`src/rtl/threshold_pkg.sv`:
```
// Shared widths, defaults and FSM state encoding for the threshold controller.
package threshold_pkg;

    localparam int BITS_DEF    = 8;
    localparam int MAX_BPM_DEF = 200;

    // Width needed to carry a BPM value in the range 0..max_bpm.
    function automatic int bpm_width(input int max_bpm);
        return $clog2(max_bpm + 1);
    endfunction

    // Width of the bpm * (2^bits - 1) product fed to the divider.
    function automatic int num_width(input int max_bpm, input int bits);
        return bpm_width(max_bpm) + bits;
    endfunction

    typedef enum logic [1:0] {
        ST_IDLE   = 2'd0,
        ST_LOAD   = 2'd1,
        ST_DIVIDE = 2'd2,
        ST_DONE   = 2'd3
    } state_t;

endpackage

```
`src/rtl/threshold_ctrl_seq_divider.sv`:
```
// Restoring divider by a fixed divisor, one quotient bit per clock.
// done is high during the final iteration; quotient is final the cycle after.
module seq_divider #(
    parameter int NUM_W   = 16,
    parameter int QUO_W   = 8,
    parameter int DIVISOR = 200
) (
    input  logic             clk,
    input  logic             reset,
    input  logic             start,
    input  logic [NUM_W-1:0] numerator,
    output logic             done,
    output logic [QUO_W-1:0] quotient
);

    // Shifted remainder can reach 2*DIVISOR-1; the stored remainder stays below DIVISOR.
    localparam int REM_W = $clog2(2 * DIVISOR);
    localparam int CNT_W = $clog2(NUM_W + 1);
    localparam logic [REM_W-1:0] DIV_V = REM_W'(DIVISOR);

    logic [NUM_W-1:0] dividend;
    logic [REM_W-2:0] rem;
    logic [REM_W-2:0] rem_nx;
    logic [REM_W-1:0] shifted;
    logic [QUO_W-1:0] quo;
    logic [CNT_W-1:0] count;
    logic             running;
    logic             fits;

    // One restoring step: bring in the next dividend bit and trial-subtract.
    always_comb begin
        shifted = {rem, dividend[NUM_W-1]};
        fits    = (shifted >= DIV_V);
        rem_nx  = fits ? (REM_W-1)'(shifted - DIV_V) : shifted[REM_W-2:0];
    end

    // Iteration registers; the down-counter terminates the divide after NUM_W steps.
    always_ff @(posedge clk) begin
        if (reset) begin
            dividend <= '0;
            rem      <= '0;
            quo      <= '0;
            count    <= '0;
            running  <= 1'b0;
        end else if (start) begin
            dividend <= numerator;
            rem      <= '0;
            quo      <= '0;
            count    <= CNT_W'(NUM_W);
            running  <= 1'b1;
        end else if (running) begin
            dividend <= {dividend[NUM_W-2:0], 1'b0};
            rem      <= rem_nx;
            quo      <= {quo[QUO_W-2:0], fits};
            count    <= count - 1'b1;
            if (count == CNT_W'(1)) begin
                running <= 1'b0;
            end
        end
    end

    assign done     = running && (count == CNT_W'(1));
    assign quotient = quo;

endmodule

```
`src/rtl/threshold_ctrl.sv`:
```
// Converts BPM estimates into a brightness threshold, applied only at frame boundaries.
//
//   state     | meaning
//   ----------+-----------------------------------------------------------
//   ST_IDLE   | waiting for a captured BPM value
//   ST_LOAD   | consume pending value, start the divider with bpm*(2^BITS-1)
//   ST_DIVIDE | divider iterating, one quotient bit per cycle
//   ST_DONE   | write quotient into the staged register
module threshold_ctrl
    import threshold_pkg::*;
#(
    parameter int BITS    = BITS_DEF,
    parameter int MAX_BPM = MAX_BPM_DEF
) (
    input  logic                            clk,
    input  logic                            reset,
    input  logic [bpm_width(MAX_BPM)-1:0]   bpm_in,
    input  logic                            bpm_valid,
    input  logic                            frame_start,
    input  logic                            filter_enable,
    output logic [BITS-1:0]                 threshold,
    output logic                            threshold_update,
    output logic                            busy,
    output logic                            bpm_clamped
);

    localparam int BPM_W = bpm_width(MAX_BPM);
    localparam int NUM_W = num_width(MAX_BPM, BITS);
    localparam logic [BPM_W-1:0] MAX_V  = BPM_W'(MAX_BPM);
    localparam logic [NUM_W-1:0] FULL_V = NUM_W'((2 ** BITS) - 1);

    state_t            state;
    state_t            state_nx;
    logic [BPM_W-1:0]  pend_bpm;
    logic              pending;
    logic              clamp_q;
    logic              div_start;
    logic              pend_clear;
    logic              stage_write;
    logic              div_done;
    logic [BITS-1:0]   div_quo;
    logic [NUM_W-1:0]  numerator;
    logic [BITS-1:0]   staged;
    logic              staged_valid;
    logic [BITS-1:0]   active;
    logic              en_q;
    logic              update_q;
    logic [BITS-1:0]   thr_now;
    logic [BITS-1:0]   thr_next;

    // Capture the latest BPM sample, clamped to full scale; a new sample overrides an unconsumed one.
    always_ff @(posedge clk) begin
        if (reset) begin
            pend_bpm <= '0;
            pending  <= 1'b0;
            clamp_q  <= 1'b0;
        end else begin
            clamp_q <= bpm_valid && (bpm_in > MAX_V);
            if (bpm_valid) begin
                pend_bpm <= (bpm_in > MAX_V) ? MAX_V : bpm_in;
                pending  <= 1'b1;
            end else if (pend_clear) begin
                pending  <= 1'b0;
            end
        end
    end

    // State register.
    always_ff @(posedge clk) begin
        if (reset) begin
            state <= ST_IDLE;
        end else begin
            state <= state_nx;
        end
    end

    // Next-state and sequencing strobes.
    always_comb begin
        state_nx    = state;
        div_start   = 1'b0;
        pend_clear  = 1'b0;
        stage_write = 1'b0;
        unique case (state)
            ST_IDLE: begin
                if (pending) begin
                    state_nx = ST_LOAD;
                end
            end
            ST_LOAD: begin
                div_start  = 1'b1;
                pend_clear = 1'b1;
                state_nx   = ST_DIVIDE;
            end
            ST_DIVIDE: begin
                if (div_done) begin
                    state_nx = ST_DONE;
                end
            end
            ST_DONE: begin
                stage_write = 1'b1;
                state_nx    = ST_IDLE;
            end
            default: begin
                state_nx = ST_IDLE;
            end
        endcase
    end

    // Full-scale product: bpm * (2^BITS - 1), exact in NUM_W bits.
    assign numerator = NUM_W'(pend_bpm) * FULL_V;

    seq_divider #(
        .NUM_W   (NUM_W),
        .QUO_W   (BITS),
        .DIVISOR (MAX_BPM)
    ) u_divider (
        .clk       (clk),
        .reset     (reset),
        .start     (div_start),
        .numerator (numerator),
        .done      (div_done),
        .quotient  (div_quo)
    );

    // Current and would-be thresholds; the frame boundary moves next into now.
    always_comb begin
        thr_now  = en_q ? active : '0;
        thr_next = '0;
        if (filter_enable) begin
            thr_next = staged_valid ? staged : active;
        end
    end

    // Staged/active registers. A DONE write coinciding with frame_start lands after the
    // old staged value has been promoted, so the fresh result waits for the next frame.
    always_ff @(posedge clk) begin
        if (reset) begin
            staged       <= '0;
            staged_valid <= 1'b0;
            active       <= '0;
            en_q         <= 1'b0;
            update_q     <= 1'b0;
        end else begin
            update_q <= 1'b0;
            if (frame_start) begin
                en_q     <= filter_enable;
                update_q <= (thr_next != thr_now);
                if (staged_valid) begin
                    active <= staged;
                end
            end
            if (stage_write) begin
                staged       <= div_quo;
                staged_valid <= 1'b1;
            end else if (frame_start) begin
                staged_valid <= 1'b0;
            end
        end
    end

    // Outputs are forced low for as long as reset is held.
    assign threshold        = reset ? '0 : thr_now;
    assign threshold_update = !reset && update_q;
    assign busy             = !reset && (pending || (state != ST_IDLE));
    assign bpm_clamped      = !reset && clamp_q;

endmodule

```
`config.mk`:
```
export PLATFORM = sky130hd
export DESIGN_NAME = threshold_ctrl
export DESIGN_NICKNAME = d
export VERILOG_FILES = /design/src/rtl/threshold_pkg.sv /design/src/rtl/threshold_ctrl_seq_divider.sv /design/src/rtl/threshold_ctrl.sv
export SDC_FILE = /design/constraint.sdc
export NUM_CORES = 1
export LEC_CHECK = 0
export ABC_AREA = 1
export ABC_CLOCK_PERIOD_IN_PS = 5000
export CAP_MARGIN = 20
export CELL_PAD_IN_SITES_DETAIL_PLACEMENT = 2
export CELL_PAD_IN_SITES_GLOBAL_PLACEMENT = 2
export CORE_UTILIZATION = 35
export CTS_BUF_LIST = sky130_fd_sc_hd__clkbuf_16
export DETAILED_ROUTE_END_ITERATION = 7
export GPL_ROUTABILITY_DRIVEN = 0
export PLACE_DENSITY_LB_ADDON = 0.1
export SYNTH_ARGS = -nofsm -noshare
export SYNTH_HDL_FRONTEND = slang
export SYNTH_SLANG_ARGS = --single-unit
```
`constraint.sdc`:
```
create_clock -name clk -period 5 [get_ports clk]
set_clock_uncertainty 0.05 [all_clocks]
set_input_delay 0.75 -clock clk [delete_from_list [all_inputs] [get_ports clk]]
set_output_delay 0.75 -clock clk [all_outputs]
set_load 0.05 [all_outputs]
```
==> run metrics, run 1 <==
growth of design area from synthesis to finish=13.4%; M2 GR Usage=38.2%; total setup buffers inserted after CTS=0; Synth Area in Simple Gates=19.8%; cell type with the largest total area after synthesis=sky130_fd_sc_hd__dfxtp_1; Post-route DRC=0; count of hold-fix buffers inserted at cts=0; first-pass GRT wire length=24700 um; mapped cell area=5030 um^2; Adder-Cell Fraction of Synth Area=22.7%; worst r2r dst=u_divider.dividend[13]; element type at the critical path end=flop; DR pass1 iterations=4; crit path from=pend_bpm[1]; clock latency on the worst-skew pair=0.34 ns; share of the synthesized area in compound gates (AO/OA/AOI/OAI)=14.6%; count of H-tree levels built during CTS=3; worst slew pin tran=0.917 ns; share of Yosys cell area claimed by the top area cell type=27.5%; vias in the first global route=4992; sequential fraction of the synthesis area=27.5%; cell area reported after detailed placement=5390 um^2; unrepaired setup endpoints after global routing=no; initial antenna violation count=0; combinational family with the most area after synthesis=adder cells; number of distinct standard cells referenced by the synthesized netlist=33; Die ar.=14800 um^2; number of synthesized register bits=69; Layout Cell Area excl Fill=5700 um^2; leakage power=2.83 nW; root buffer cell=sky130_fd_sc_hd__clkbuf_16; height of the die=122 um; CP Capture Point=u_divider.dividend[13]; global-route met1 utilization=26.8%; Most Used Layer, Global Route=met2; pwr dens=516 nW/um^2; worst max-slew margin expressed relative to the limit=38.8%; class of the most critical hold timing path=reg -> reg; die width=122 um; maximum number of pins on one net before global-route repair=31; initial DRC count=146; clock sink total=69; count of filler cells inserted in the layout=1695; post-detailed-route wirelength per cell=16.3 um; number of nets in the finished design=813; count of standard-cell rows=43; final hold violations=0; clock edge transition at the registers on the reported setup and hold paths=0.06 ns; worst hold margin=0.419 ns; Total Neg Setup Slack=0 ns; peak fanout along the critical path=6; arrival time at the worst endpoint=4.46 ns; number of endpoints failing setup at the final stage=0; number of port buffers=23; Layout Utilization=40.9%; Num CTS Buffers=9; max-capacitance violation count=0; Crit Path Class=reg -> reg; placeable core region=13900 um^2; status=finished clean; warning count from the yosys run=0; highest clock frequency the design can meet=233 MHz; average cell area after synthesis=7.06 um^2; Synthesized Nets=799; vias=4548; largest buffer count on any clock path=2; Worst setup SP type=flop; number of max-slew violations in the final report=0; largest cells by area after synthesis=sky130_fd_sc_hd__dfxtp_1 27%, sky130_fd_sc_hd__fa_1 12%, sky130_fd_sc_hd__ha_1 11%; critical path required time=5.17 ns; setup slack on the worst flop-to-flop path=0.71 ns; initial core utilization=36.1%; met3 Resource Use GR=4.17%; number of cells in the finished layout apart from fillers=911; sum of routed wire length over all layers=14800 um; CTS resizes=0; cell count of the worst reg-to-reg path=21; share of the cycle needed by the critical path after routing=85.9%; total track usage=21.5%; multiplexer fraction of the synthesized cell area=0%; mean number of vias per cell=4.99; post-synthesis cell count=712; most frequent cells in the layout=150 x sky130_fd_sc_hd__inv_1, 142 x sky130_fd_sc_hd__nand2_1, 69 x sky130_fd_sc_hd__dfxtp_1; HPWL Detailed=11500 um; Post-Synth XOR/XNOR Area=1.92%; CTS tree=done; most common library cell in the layout ignoring fill and taps=sky130_fd_sc_hd__inv_1; num ports=24; antenna fix cells=0; RR Startpoint=pend_bpm[1]; count of nets left with antenna violations after detail routing=0; total congestion overflow after global routing=0; layout cell share with drive strength beyond 1=2.60%; peak supply drop=0.226 mV; Cells after DPL=895; Tmin final=4.29 ns
==> layout make-up <==
cell class | instances | area, um^2 | area share, %
clock inverter | 7 | 81.3 | 1.43
sequential | 69 | 1380 | 24.2
clock buffer | 9 | 225 | 3.95
tap | 180 | 225 | 3.95
timing repair buffer | 25 | 245 | 4.30
inverter | 153 | 574 | 10.1
multi-input combinational | 468 | 2970 | 52.1
==> stage by stage <==
step	power (W)	setup slack [ns]
2_1_floorplan	0.00184	1.12
3_3_place_gp	0.00219	0.826
3_5_place_dp	0.00229	0.694
4_1_cts	0.00299	0.674
5_1_grt	0.00323	0.417
6_report	0.00294	0.707
==> critical path, stage by stage, from the launching register on <==
cell                      delay, ns
sky130_fd_sc_hd__dfxtp_1       0.40
sky130_fd_sc_hd__fa_1          0.71
sky130_fd_sc_hd__nand2_1       0.08
sky130_fd_sc_hd__inv_1         0.10
sky130_fd_sc_hd__nor2_1        0.06
sky130_fd_sc_hd__ha_1          0.18
sky130_fd_sc_hd__a21o_1        0.18
sky130_fd_sc_hd__fa_1          0.51
sky130_fd_sc_hd__inv_1         0.06
sky130_fd_sc_hd__fa_1          0.53
sky130_fd_sc_hd__inv_1         0.04
sky130_fd_sc_hd__ha_1          0.37
sky130_fd_sc_hd__nand2_1       0.14
sky130_fd_sc_hd__inv_1         0.09
sky130_fd_sc_hd__nand2_1       0.07
sky130_fd_sc_hd__nand2_1       0.06
sky130_fd_sc_hd__nand2_1       0.08
sky130_fd_sc_hd__nand3_1       0.08
sky130_fd_sc_hd__nand2_1       0.07
sky130_fd_sc_hd__nand3_1       0.12
sky130_fd_sc_hd__nand2_1       0.12
sky130_fd_sc_hd__a21oi_1       0.06
==> how the worst min path moves through the flow <==
stage                            from                     end  slack [ns]  cells past startpoint
2_1_floorplan   u_divider.dividend[5]   u_divider.dividend[5]        0.39                      2
3_3_place_gp   u_divider.dividend[13]  u_divider.dividend[13]        0.40                      2
3_5_place_dp   u_divider.dividend[13]  u_divider.dividend[13]        0.42                      2
4_1_cts        u_divider.dividend[13]  u_divider.dividend[13]        0.43                      2
5_1_grt         u_divider.dividend[5]   u_divider.dividend[5]        0.44                      2
6_report       u_divider.dividend[12]  u_divider.dividend[12]        0.42                      2
==> report_power, final <==
part | switching (W) | leakage (nW) | internal (W)
clock | 0.000242 | 0.155 | 0.000429
sequential | 0.0000864 | 0.566 | 0.000686
combinational | 0.000989 | 2.11 | 0.000509
==> synthesized netlist by cell type, drive strengths merged <==
library cell / number
nor3: 7
dfxtp: 69
nand3b: 1
nand2: 143
clkinv: 4
nor2: 54
nand4: 7
a211oi: 2
xnor2: 7
inv: 149
clkbuf: 11
buf: 11
o211ai: 5
ha: 45
a31oi: 2
o22ai: 1
o221ai: 1
a21oi: 58
a211o: 1
a21o: 1
fa: 29
o21ai: 69
and3: 1
or2: 1
nand3: 29
xor2: 4
==> kinds of logic (layout without fill, tap and decap cells) <==
logic type / Yosys count / in the layout
flops: 69 / 69
compound gates: 140 / 140
fa+ha+maj: 74 / 74
simple gates: 243 / 243
xor+xnor: 11 / 11
buf+inv: 175 / 194
==> sequential cells by signal, indices dropped and copies added, names as in the netlist, 2 cells and up <==
register / flops
u_divider.quotient: 8
pend_bpm: 8
u_divider.count: 5
u_divider.dividend: 16
active: 8
u_divider.rem: 8
state: 2
staged: 8
==> layer usage <==
| layer | up-vias | part of all wire, % |
|---|---|---|
| li1 | 2243 | - |
| met1 | 2251 | 47 |
| met2 | 43 | 49 |
| met3 | 11 | 2.4 |
| met4 | 0 | 0.94 |
| met5 | - | 0 |
Power figures use the tool's default switching activity.
==> run 2, diff against run 1 <==
- CAP_MARGIN: 20 -> not set
==> results of run 2 <==
The final DEF is identical to that of run 1; final timing and power are the same.
